## src/rtl/plic_claim_arbiter_if.sv

```systemverilog
// Claim/complete bus between plic_regfile (master) and one per-target
// plic_claim_arbiter (slave). Carries the pending/enable/priority/threshold
// inputs, the claim/complete strobes and the arbiter's published results.
interface plic_claim_arbiter_if #(
  parameter int SOURCES       = 8,
  parameter int PRIORITY_BITS = 3,
  parameter int ID_BITS       = 4
);
  logic [SOURCES-1:0]               ip;
  logic [SOURCES:0]                 ie;
  logic [SOURCES*PRIORITY_BITS-1:0] p;
  logic [PRIORITY_BITS-1:0]         th;
  logic                             claim;
  logic                             complete;
  logic [ID_BITS-1:0]               complete_id;
  logic [ID_BITS-1:0]               id;
  logic                             irq;
  logic [ID_BITS-1:0]               claimed_id;
  logic                             claim_ack;
  logic [SOURCES-1:0]               gw_clear;
  logic                             complete_err;

  modport master (
    output ip, ie, p, th, claim, complete, complete_id,
    input  id, irq, claimed_id, claim_ack, gw_clear, complete_err
  );

  modport slave (
    input  ip, ie, p, th, claim, complete, complete_id,
    output id, irq, claimed_id, claim_ack, gw_clear, complete_err
  );
endinterface

```

## src/rtl/plic_claim_arbiter.sv

```systemverilog
// Per-target PLIC arbiter. Scans one source per cycle, tracks the best
// eligible (pending, enabled, not in service, priority above threshold)
// source, publishes it after a full pass and runs the claim/complete
// handshake against an in-service mask.
// Optional feature: define PLIC_ARB_ERR_EN to build the invalid-complete
// detector driving complete_err; otherwise complete_err is tied low.
module plic_claim_arbiter #(
  parameter int SOURCES       = 8,
  parameter int PRIORITY_BITS = 3,
  parameter int ID_BITS       = 4
) (
  input  logic                  clk,
  input  logic                  rstn,
  plic_claim_arbiter_if.slave   arb_if
);

  localparam int NIDS = 2 ** ID_BITS;

  typedef enum logic {ST_SCAN, ST_PUBLISH} state_e;

  state_e                   state_q, state_d;
  logic [ID_BITS-1:0]       idx_q, idx_d;
  logic [ID_BITS-1:0]       best_id_q, best_id_d;
  logic [PRIORITY_BITS-1:0] best_p_q, best_p_d;
  logic [ID_BITS-1:0]       id_q, id_d;
  logic                     irq_q, irq_d;
  logic [ID_BITS-1:0]       claimed_id_q, claimed_id_d;
  logic                     claim_ack_q, claim_ack_d;
  logic [SOURCES-1:0]       gw_clear_q, gw_clear_d;
  // Indexed directly by ID; bit 0 and bits above SOURCES are never set.
  logic [NIDS-1:0]          in_service_q, in_service_d;

  logic [PRIORITY_BITS-1:0] prio [NIDS];
  logic [NIDS-1:0]          elig;
  logic                     complete_ok;
  logic                     restart;

  // Enable bit 0 belongs to the non-existent source 0.
  logic unused_ie0;
  assign unused_ie0 = arb_if.ie[0];

  // Unpack priorities by ID and evaluate per-source eligibility.
  always_comb begin
    // NOTE: every combinational output gets a default before any branch so no latch is inferred.
    elig = '0;
    for (int k = 0; k < NIDS; k++) prio[k] = '0;
    for (int k = 1; k <= SOURCES; k++) begin
      prio[k] = arb_if.p[(k-1)*PRIORITY_BITS +: PRIORITY_BITS];
      elig[k] = arb_if.ip[k-1] & arb_if.ie[k] & ~in_service_q[k] & (prio[k] > arb_if.th);
    end
  end

  assign complete_ok = arb_if.complete && (arb_if.complete_id != '0) &&
                       (arb_if.complete_id <= ID_BITS'(SOURCES)) &&
                       in_service_q[arb_if.complete_id];

  // Scan/publish FSM plus the claim/complete handshake, which overrides the scan.
  always_comb begin
    state_d      = state_q;
    idx_d        = idx_q;
    best_id_d    = best_id_q;
    best_p_d     = best_p_q;
    id_d         = id_q;
    irq_d        = irq_q;
    claimed_id_d = claimed_id_q;
    claim_ack_d  = 1'b0;
    gw_clear_d   = '0;
    in_service_d = in_service_q;
    restart      = 1'b0;

    case (state_q)
      ST_SCAN: begin
        // Strict compare: on a tie the lower ID, seen first, is kept.
        if (elig[idx_q] && (prio[idx_q] > best_p_q)) begin
          best_id_d = idx_q;
          best_p_d  = prio[idx_q];
        end
        if (idx_q == ID_BITS'(SOURCES)) state_d = ST_PUBLISH;
        else                            idx_d   = idx_q + 1'b1;
      end
      ST_PUBLISH: begin
        id_d      = best_id_q;
        irq_d     = (best_id_q != '0);
        best_id_d = '0;
        best_p_d  = '0;
        idx_d     = ID_BITS'(1);
        state_d   = ST_SCAN;
      end
      default: state_d = ST_SCAN;
    endcase

    // Complete is applied before claim so a same-ID pair leaves the source in service.
    if (complete_ok) begin
      in_service_d[arb_if.complete_id] = 1'b0;
      restart = 1'b1;
    end

    // Claim returns the currently published ID and drops any publish in flight.
    if (arb_if.claim) begin
      claimed_id_d = id_q;
      claim_ack_d  = 1'b1;
      id_d         = '0;
      irq_d        = 1'b0;
      if (id_q != '0) begin
        in_service_d[id_q] = 1'b1;
        gw_clear_d         = SOURCES'(1) << (id_q - 1'b1);
        restart            = 1'b1;
      end
    end

    if (restart) begin
      state_d   = ST_SCAN;
      idx_d     = ID_BITS'(1);
      best_id_d = '0;
      best_p_d  = '0;
    end
  end

  // State and output registers.
  always_ff @(posedge clk or negedge rstn) begin
    if (!rstn) begin
      state_q      <= ST_SCAN;
      idx_q        <= ID_BITS'(1);
      best_id_q    <= '0;
      best_p_q     <= '0;
      id_q         <= '0;
      irq_q        <= 1'b0;
      claimed_id_q <= '0;
      claim_ack_q  <= 1'b0;
      gw_clear_q   <= '0;
      in_service_q <= '0;
    end else begin
      // NOTE: registers use non-blocking assignments so every flop samples pre-edge values.
      state_q      <= state_d;
      idx_q        <= idx_d;
      best_id_q    <= best_id_d;
      best_p_q     <= best_p_d;
      id_q         <= id_d;
      irq_q        <= irq_d;
      claimed_id_q <= claimed_id_d;
      claim_ack_q  <= claim_ack_d;
      gw_clear_q   <= gw_clear_d;
      in_service_q <= in_service_d;
    end
  end

  assign arb_if.id         = id_q;
  assign arb_if.irq        = irq_q;
  assign arb_if.claimed_id = claimed_id_q;
  assign arb_if.claim_ack  = claim_ack_q;
  assign arb_if.gw_clear   = gw_clear_q;

`ifdef PLIC_ARB_ERR_EN
  logic complete_err_q;

  // Flag a complete naming ID 0, an ID beyond SOURCES, or a source not in service.
  always_ff @(posedge clk or negedge rstn) begin
    if (!rstn) complete_err_q <= 1'b0;
    else       complete_err_q <= arb_if.complete & ~complete_ok;
  end

  assign arb_if.complete_err = complete_err_q;
`else
  assign arb_if.complete_err = 1'b0;
`endif

endmodule

```

## src/flat_wrapper.sv

```systemverilog
// flat-port wrapper written by rule: the top's interface ports become plain ports
module plic_claim_arbiter_flat 
#(
  parameter int SOURCES       = 8,
  parameter int PRIORITY_BITS = 3,
  parameter int ID_BITS       = 4
)
  (clk, rstn, arb_if_ip, arb_if_ie, arb_if_p, arb_if_th, arb_if_claim, arb_if_complete, arb_if_complete_id, arb_if_id, arb_if_irq, arb_if_claimed_id, arb_if_claim_ack, arb_if_gw_clear, arb_if_complete_err);
  plic_claim_arbiter_if #(.SOURCES(SOURCES), .PRIORITY_BITS(PRIORITY_BITS), .ID_BITS(ID_BITS)) arb_if_i ();
  input  logic clk;
  input  logic rstn;
  input wire logic [$bits(arb_if_i.ip)-1:0] arb_if_ip;
  input wire logic [$bits(arb_if_i.ie)-1:0] arb_if_ie;
  input wire logic [$bits(arb_if_i.p)-1:0] arb_if_p;
  input wire logic [$bits(arb_if_i.th)-1:0] arb_if_th;
  input wire logic [$bits(arb_if_i.claim)-1:0] arb_if_claim;
  input wire logic [$bits(arb_if_i.complete)-1:0] arb_if_complete;
  input wire logic [$bits(arb_if_i.complete_id)-1:0] arb_if_complete_id;
  output wire logic [$bits(arb_if_i.id)-1:0] arb_if_id;
  output wire logic [$bits(arb_if_i.irq)-1:0] arb_if_irq;
  output wire logic [$bits(arb_if_i.claimed_id)-1:0] arb_if_claimed_id;
  output wire logic [$bits(arb_if_i.claim_ack)-1:0] arb_if_claim_ack;
  output wire logic [$bits(arb_if_i.gw_clear)-1:0] arb_if_gw_clear;
  output wire logic [$bits(arb_if_i.complete_err)-1:0] arb_if_complete_err;
  assign arb_if_i.ip = arb_if_ip;
  assign arb_if_i.ie = arb_if_ie;
  assign arb_if_i.p = arb_if_p;
  assign arb_if_i.th = arb_if_th;
  assign arb_if_i.claim = arb_if_claim;
  assign arb_if_i.complete = arb_if_complete;
  assign arb_if_i.complete_id = arb_if_complete_id;
  assign arb_if_id = arb_if_i.id;
  assign arb_if_irq = arb_if_i.irq;
  assign arb_if_claimed_id = arb_if_i.claimed_id;
  assign arb_if_claim_ack = arb_if_i.claim_ack;
  assign arb_if_gw_clear = arb_if_i.gw_clear;
  assign arb_if_complete_err = arb_if_i.complete_err;
  plic_claim_arbiter #(.SOURCES(SOURCES), .PRIORITY_BITS(PRIORITY_BITS), .ID_BITS(ID_BITS)) u_core (.clk(clk), .rstn(rstn), .arb_if(arb_if_i));
endmodule
```

## config.mk

```make
export PLATFORM = sky130hd
export DESIGN_NAME = plic_claim_arbiter_flat
export DESIGN_NICKNAME = d
export VERILOG_FILES = /design/src/rtl/plic_claim_arbiter_if.sv /design/src/rtl/plic_claim_arbiter.sv /design/src/flat_wrapper.sv
export SDC_FILE = /design/constraint.sdc
export NUM_CORES = 1
export LEC_CHECK = 0
export BUFFER_PORTS_ARGS = -buffer_cell sky130_fd_sc_hd__buf_2
export CAP_MARGIN = 20
export CORE_ASPECT_RATIO = 0.5
export CORE_MARGIN = 2
export CORE_UTILIZATION = 53
export CTS_CLUSTER_DIAMETER = 30
export CTS_CLUSTER_SIZE = 14
export DETAILED_ROUTE_END_ITERATION = 12
export PLACE_DENSITY = 0.8
export SLEW_MARGIN = 10
export SYNTH_ARGS = -nofsm -noshare
export SYNTH_HDL_FRONTEND = slang
export SYNTH_SLANG_ARGS = --single-unit
```

## constraint.sdc

```tcl
create_clock -name clk -period 4.3 [get_ports clk]
set_input_delay 1.075 -clock clk [delete_from_list [all_inputs] [get_ports clk]]
set_output_delay 1.075 -clock clk [all_outputs]
set_load 0.1 [all_outputs]
```

# Word-level counts from Yosys, hierarchy flattened
# Index checks and enable logic that the tools add are counted.
# Widths: inputs -> output; s select.
[totals] reg_bits=46 inputBits=52
[classes] add_sub_neg=2 magnitude_cmp=16 eq_ne=3 n_shift=1 muxes=36 bitwise_logic=37 reduce_logical=10
[op_table] operator="$mux 16" count=3
[op_table] operator="$gt 3x3->1" count=9
[op_table] operator="$and 1x1->1" count=24
[op_table] operator="$mux 4" count=6
[op_table] operator="$and 16x16->16" count=1
[op_table] operator="$mux 8" count=2
[op_table] operator="$not 16->16" count=1
[op_table] operator="$or 16x16->16" count=1
[op_table] operator="$pmux 4 s2" count=2
[op_table] operator="$lt 4x5->1 const B" count=3
[op_table] operator="$bmux 3 s4" count=1
[op_table] operator="$mux 1" count=12
[op_table] operator="$mux 3" count=4
[op_table] operator="$reduce_bool 4->1" count=3
[op_table] operator="$not 1->1" count=9
[op_table] operator="$bmux 1 s4" count=2
[op_table] operator="$demux 1 s4" count=2
[op_table] operator="$ge 4x1->1 const B" count=2
[op_table] operator="$shl 1x4->8 const A" count=1
[op_table] operator="$logic_and 1x1->1" count=6
[op_table] operator="$pmux 3 s2" count=1
[op_table] operator="$ge 5x5->1 const B" count=1
[op_table] operator="$not 4->5" count=1
[op_table] operator="$add 4x1->4 const B" count=1
[op_table] operator="7 further kinds" count=7

# Depth between registers and ports, before layout
[logic_depth] ltp_word=10 mapped_depth=15 mapped_depth_nobuf=13

# Worst setup path after synthesis
# Ideal clock, no wire load.
[synth_timing] path_type="input -> register" startpoint="in arb_if_p[18]" endpoint="reg u_core.best_id_q[0]" setup_time_ns=0.095 arrival_time_ns=3.263 required_ns=4.205 slack_ns=0.941 stages=12 n_path_buf=0 path_cell_list="inv_1 mux4_2 a211oi_1 a21oi_1 ha_1 nor2b_1 o21a_1 o21ai_0 a311o_1 a211oi_4 nor2_2 o31ai_1"
[synth_between] elab_chain_cells=6 word_cells_on_any_way=10 classes_between="2 x order compare; 1 x eq/ne; 5 x mux; 1 x bitwise; 1 x reduce/logical"
[synth_rtl] element="from (decl)" line_no="flat_wrapper.sv:14" source="input wire logic [$bits(arb_if_i.p)-1:0] arb_if_p;"
[synth_rtl] element="$gt 3x3->1 / $bmux 3 s4 (equally long branches)" line_no="plic_claim_arbiter.sv:49, plic_claim_arbiter.sv:74"
[synth_rtl] element="$and 1x1->1 / $mux 3 (equally long branches)" line_no="plic_claim_arbiter.sv:49, plic_claim_arbiter.sv:74"
[synth_rtl] element="$bmux 1 s4 / $mux 3 (equally long branches)" line_no="plic_claim_arbiter.sv:74" source="if (elig[idx_q] && (prio[idx_q] > best_p_q)) begin"
[synth_rtl] element="$mux 1 (implied by the code) / $gt 3x3->1 (equally long branches)" line_no="plic_claim_arbiter.sv:74"
[synth_rtl] element="$logic_and 1x1->1 (*)" line_no="plic_claim_arbiter.sv:74"
[synth_rtl] element="$ne 3x1->1 (no source line) (*)"
[synth_rtl] element="to (signal assigned)" line_no="plic_claim_arbiter.sv:136" source="best_id_q <= best_id_d;"
[synth_rtl] element="to (decl)" line_no="plic_claim_arbiter.sv:23" source="logic [ID_BITS-1:0] best_id_q, best_id_d;"
# Every way passes the cells marked *; elsewhere a longest branch is shown, timed or not. The select of a mux whose other input is x is not followed.
# A chain may end at the register's enable or synchronous reset.

# Final worst setup path
[layout_timing] startpoint="reg u_core.idx_q[0]" endpoint="reg u_core.best_id_q[1]"
[layout_between] elab_chain_cells=7 word_cells_on_any_way=9 classes_between="1 x order compare; 1 x eq/ne; 5 x mux; 1 x bitwise; 1 x reduce/logical"
[layout_rtl] element="from (decl)" line_no="plic_claim_arbiter.sv:22" source="logic [ID_BITS-1:0] idx_q, idx_d;"
[layout_rtl] element="from (signal assigned)" line_no="plic_claim_arbiter.sv:135" source="idx_q <= idx_d;"
[layout_rtl] element="$not 4->5 (implied by the code)" line_no="plic_claim_arbiter.sv:74"
[layout_rtl] element="$bmux 3 s4" line_no="plic_claim_arbiter.sv:74"
[layout_rtl] element="$mux 3 (implied by the code) (2 in a row)" line_no="plic_claim_arbiter.sv:74"
[layout_rtl] element="$gt 3x3->1" line_no="plic_claim_arbiter.sv:74"
[layout_rtl] element="$logic_and 1x1->1 (*)" line_no="plic_claim_arbiter.sv:74"
[layout_rtl] element="$ne 3x1->1 (no source line) (*)"
# Marks and branches as above.

==> impl_metrics.ini <==
[floorplanning]
start_util_pct = 54.2
ios = 71
dieHeight_um = 53.8
rows = 18
die_x_um = 104
core_region_area_mm2 = 0.00484
fp.dieArea_mm2 = 0.00557

[cells_and_area]
final_common_cell = buf_2
antenna_cells = 0
drive_gt1_share_pct = 28.6
fin_util_pct = 63.6
final_nets = 409
instances_no_fill = 399
layout_common_cells = buf_2 (68), dfrtp_1 (37), ha_1 (29)
synthToLayoutAreaGrowth_pct = 17.3

[route]
dr.pass1.iters = 4
drc_errors = 0
drt_wl_total_mm = 6.24
drt_iter0_drc = 121
vias_per_cell = 5.77
vias = 2303
ant_nets = 0
wl_per_cell_um = 15.6

[global_routing]
antenna_found_initial = 0
track_usage_pct = 24.2
grt_pass1_vias = 2151
grt_max_degree = 39
grt_overflow = 0
grt_pass1_wl_mm = 10.3

[critical_path]
slowest_delay_ns = 0.82
cp_max_fo = 19
cp.required_ns = 4.49
crit_type = register to register
path_cells = mux2_2, a221oi_1, o31ai_1, ha_1, nor2b_1, o21a_1, o21ai_0, a311o_1, a211oi_4, nor2_2, o31ai_1
critPathSlowestCell = dfstp_2
cp.arrival_ns = 3.79
startpoint_type = register
crit_top_cell = o31ai_1
end_kind = register

[place]
gp_congestion = 0.831
port-buffer-count = 68
dp_cells = 391
dp_hpwl_mm = 4.79
post-place-ws_ns = 0.439

[yosys]
synth_cells = 264
avgSynthCellArea_um2 = 9.94
yosysUniqueCellTypes = 50
synth_warnings = 0
synth-async-reset-ratio_pct = 100
ys_seq_area_share_pct = 36.3
synth_nets = 345
netlist_area_mm2 = 0.00263
synthFlopType = dfrtp_1
synth-edff-count = 0
ys_seq_elements = 38

[pwr]
cell_internal_pwr_mw = 0.812
vdd_ir_drop_max_v = 0.000253
clock_power_share_pct = 18.4
swShare_pct = 40.6
leakagePower_nw = 1.57
power.density_mw_per_mm2 = 445
p_comb_share_pct = 42.7
switchingPower_mw = 0.556
p_seq_share_pct = 39.0

[clock_tree]
cts_hold_buffers = 0
insertion_delay_ns = 0.29
cts_buffer_depth = 2
cts_made_buffers = 5
h-tree-depth = 2
clkTransAtPathRegs_ns = 0.08
tritoncts = yes
post_cts_buffers = 0
cts_root_buf = clkbuf_8
cts_resized = 0
cts_sinks = 38

[timing]
finalSetupViolations = 0
setup_tns_ns = 0
rsz0062_at_grt = false
clock_skew_ns = 0.00732
period_share_pct = 83.8
layout_setup_ws_ns = 0.697
max_slew_margin_pct = 44.9
slew_viol_final = 0
fmax_mhz = 278
period_needed_ns = 3.60
finalHoldViolations = 0
worst_pin_slew_ns = 0.826

[min_path]
hold_class = register to register

[run]
max_cap_violations = 0

[outcome]
status = finished, final reports clean
worst max-delay path, delay by kind of cell (launching register included):
family                   cells  cell delay, ns
AND/OR/NAND/NOR              2            0.27
adder cells (fa/ha/maj)      1            0.32
AO/OA/AOI/OAI                7            1.70
flip-flops                   1            0.82
multiplexers                 1            0.40
worst paths after layout:
| kind | startpoint | endpoint | slack (ns) | cells after the start |
|---|---|---|---|---|
| max in group asynchronous | rstn | u_core.arb_if.irq | 2.89 | 1 |
| worst max register to register | u_core.idx_q[0] | u_core.best_id_q[1] | 0.70 | 11 |
| worst max-delay path | u_core.idx_q[0] | u_core.best_id_q[1] | 0.70 | 11 |
| worst min register to register | u_core.in_service_q[8] | u_core.in_service_q[8] | 0.48 | 1 |
| min in group asynchronous | rstn | u_core.in_service_q[5] | 0.88 | 1 |
| worst min-delay path | u_core.in_service_q[8] | u_core.in_service_q[8] | 0.48 | 1 |
cell usage after synthesis (3+ instances only):
cell type	count	area [um2]
nor3_1	6	30.0
a21o_1	9	67.6
mux2i_1	5	50.1
dfrtp_1	37	926
a21oi_1	11	55.1
clkbuf_1	6	22.5
a221oi_1	4	35.0
mux4_2	4	90.1
nor2_1	14	52.6
a31oi_1	3	18.8
nand3_1	10	50.1
nor2b_1	11	68.8
nand2b_1	8	50.1
mux2_2	6	67.6
o31ai_1	5	37.5
ha_1	29	363
nand3b_1	4	30.0
inv_1	19	71.3
o21ai_0	10	50.1
o21a_1	4	30.0
nand4b_1	7	61.3
nand2_1	16	60.1
kinds of logic after synthesis:
family	after synthesis	share of synthesized area, %
buf+inv	30	5.20
other cells	1	0.143
simple gates	89	19.6
compound gates	60	16.4
fa+ha+maj	29	13.8
mux	15	7.91
flops	38	36.3
xor+xnor	2	0.667
metal layers:
| layer | share of wire, % | track usage (%) |
|---|---|---|
| met1 | 48 | 31.9 |
| met2 | 47 | 42.6 |
| met3 | 4.4 | 4.60 |
| met4 | 0.46 | 6.53 |
| met5 | 0 | 0 |
power by group through the flow:
stage                     combinational, mW  sequential [mW]  clock [mW]
final                                 0.584            0.533       0.251
after global routing                  0.651            0.549       0.277
after CTS                             0.582            0.531       0.260
after detailed placement              0.579            0.537           0
after global placement                0.554            0.532           0
after floorplan                       0.482            0.496           0
state kept, by name (all words and copies together) (netlist names):
register / flops
u_core.best_p_q: 3
u_core.best_id_q: 4
u_core.arb_if.id: 4
u_core.arb_if.claim_ack: 1
u_core.arb_if.irq: 1
u_core.arb_if.claimed_id: 4
u_core.state_q: 1
u_core.in_service_q: 8
u_core.arb_if.gw_clear: 8
u_core.idx_q: 4
cell type report:
class                           instances  area [um2]
Fill cell                             423        1760
Inverter                               19        71.3
Sequential cell                        38         952
Timing Repair Buffer                   68         340
Multi-Input combinational cell        196        1540
Clock buffer                            7        86.3
Tap cell                               70        87.6
Clock inverter                          1        5.00
per-stage QoR:
stage / total power [mW] / hold WS (ns) / cell area (um2)
after floorplan: 0.979 / 0.450 / 2630
after global placement: 1.09 / 0.460 / 2990
after detailed placement: 1.12 / 0.470 / 2990
after CTS: 1.37 / 0.487 / 3080
after global routing: 1.48 / 0.523 / 3080
final: 1.37 / 0.483 / 3080
Note: power is estimated with default switching activity, not from simulation.
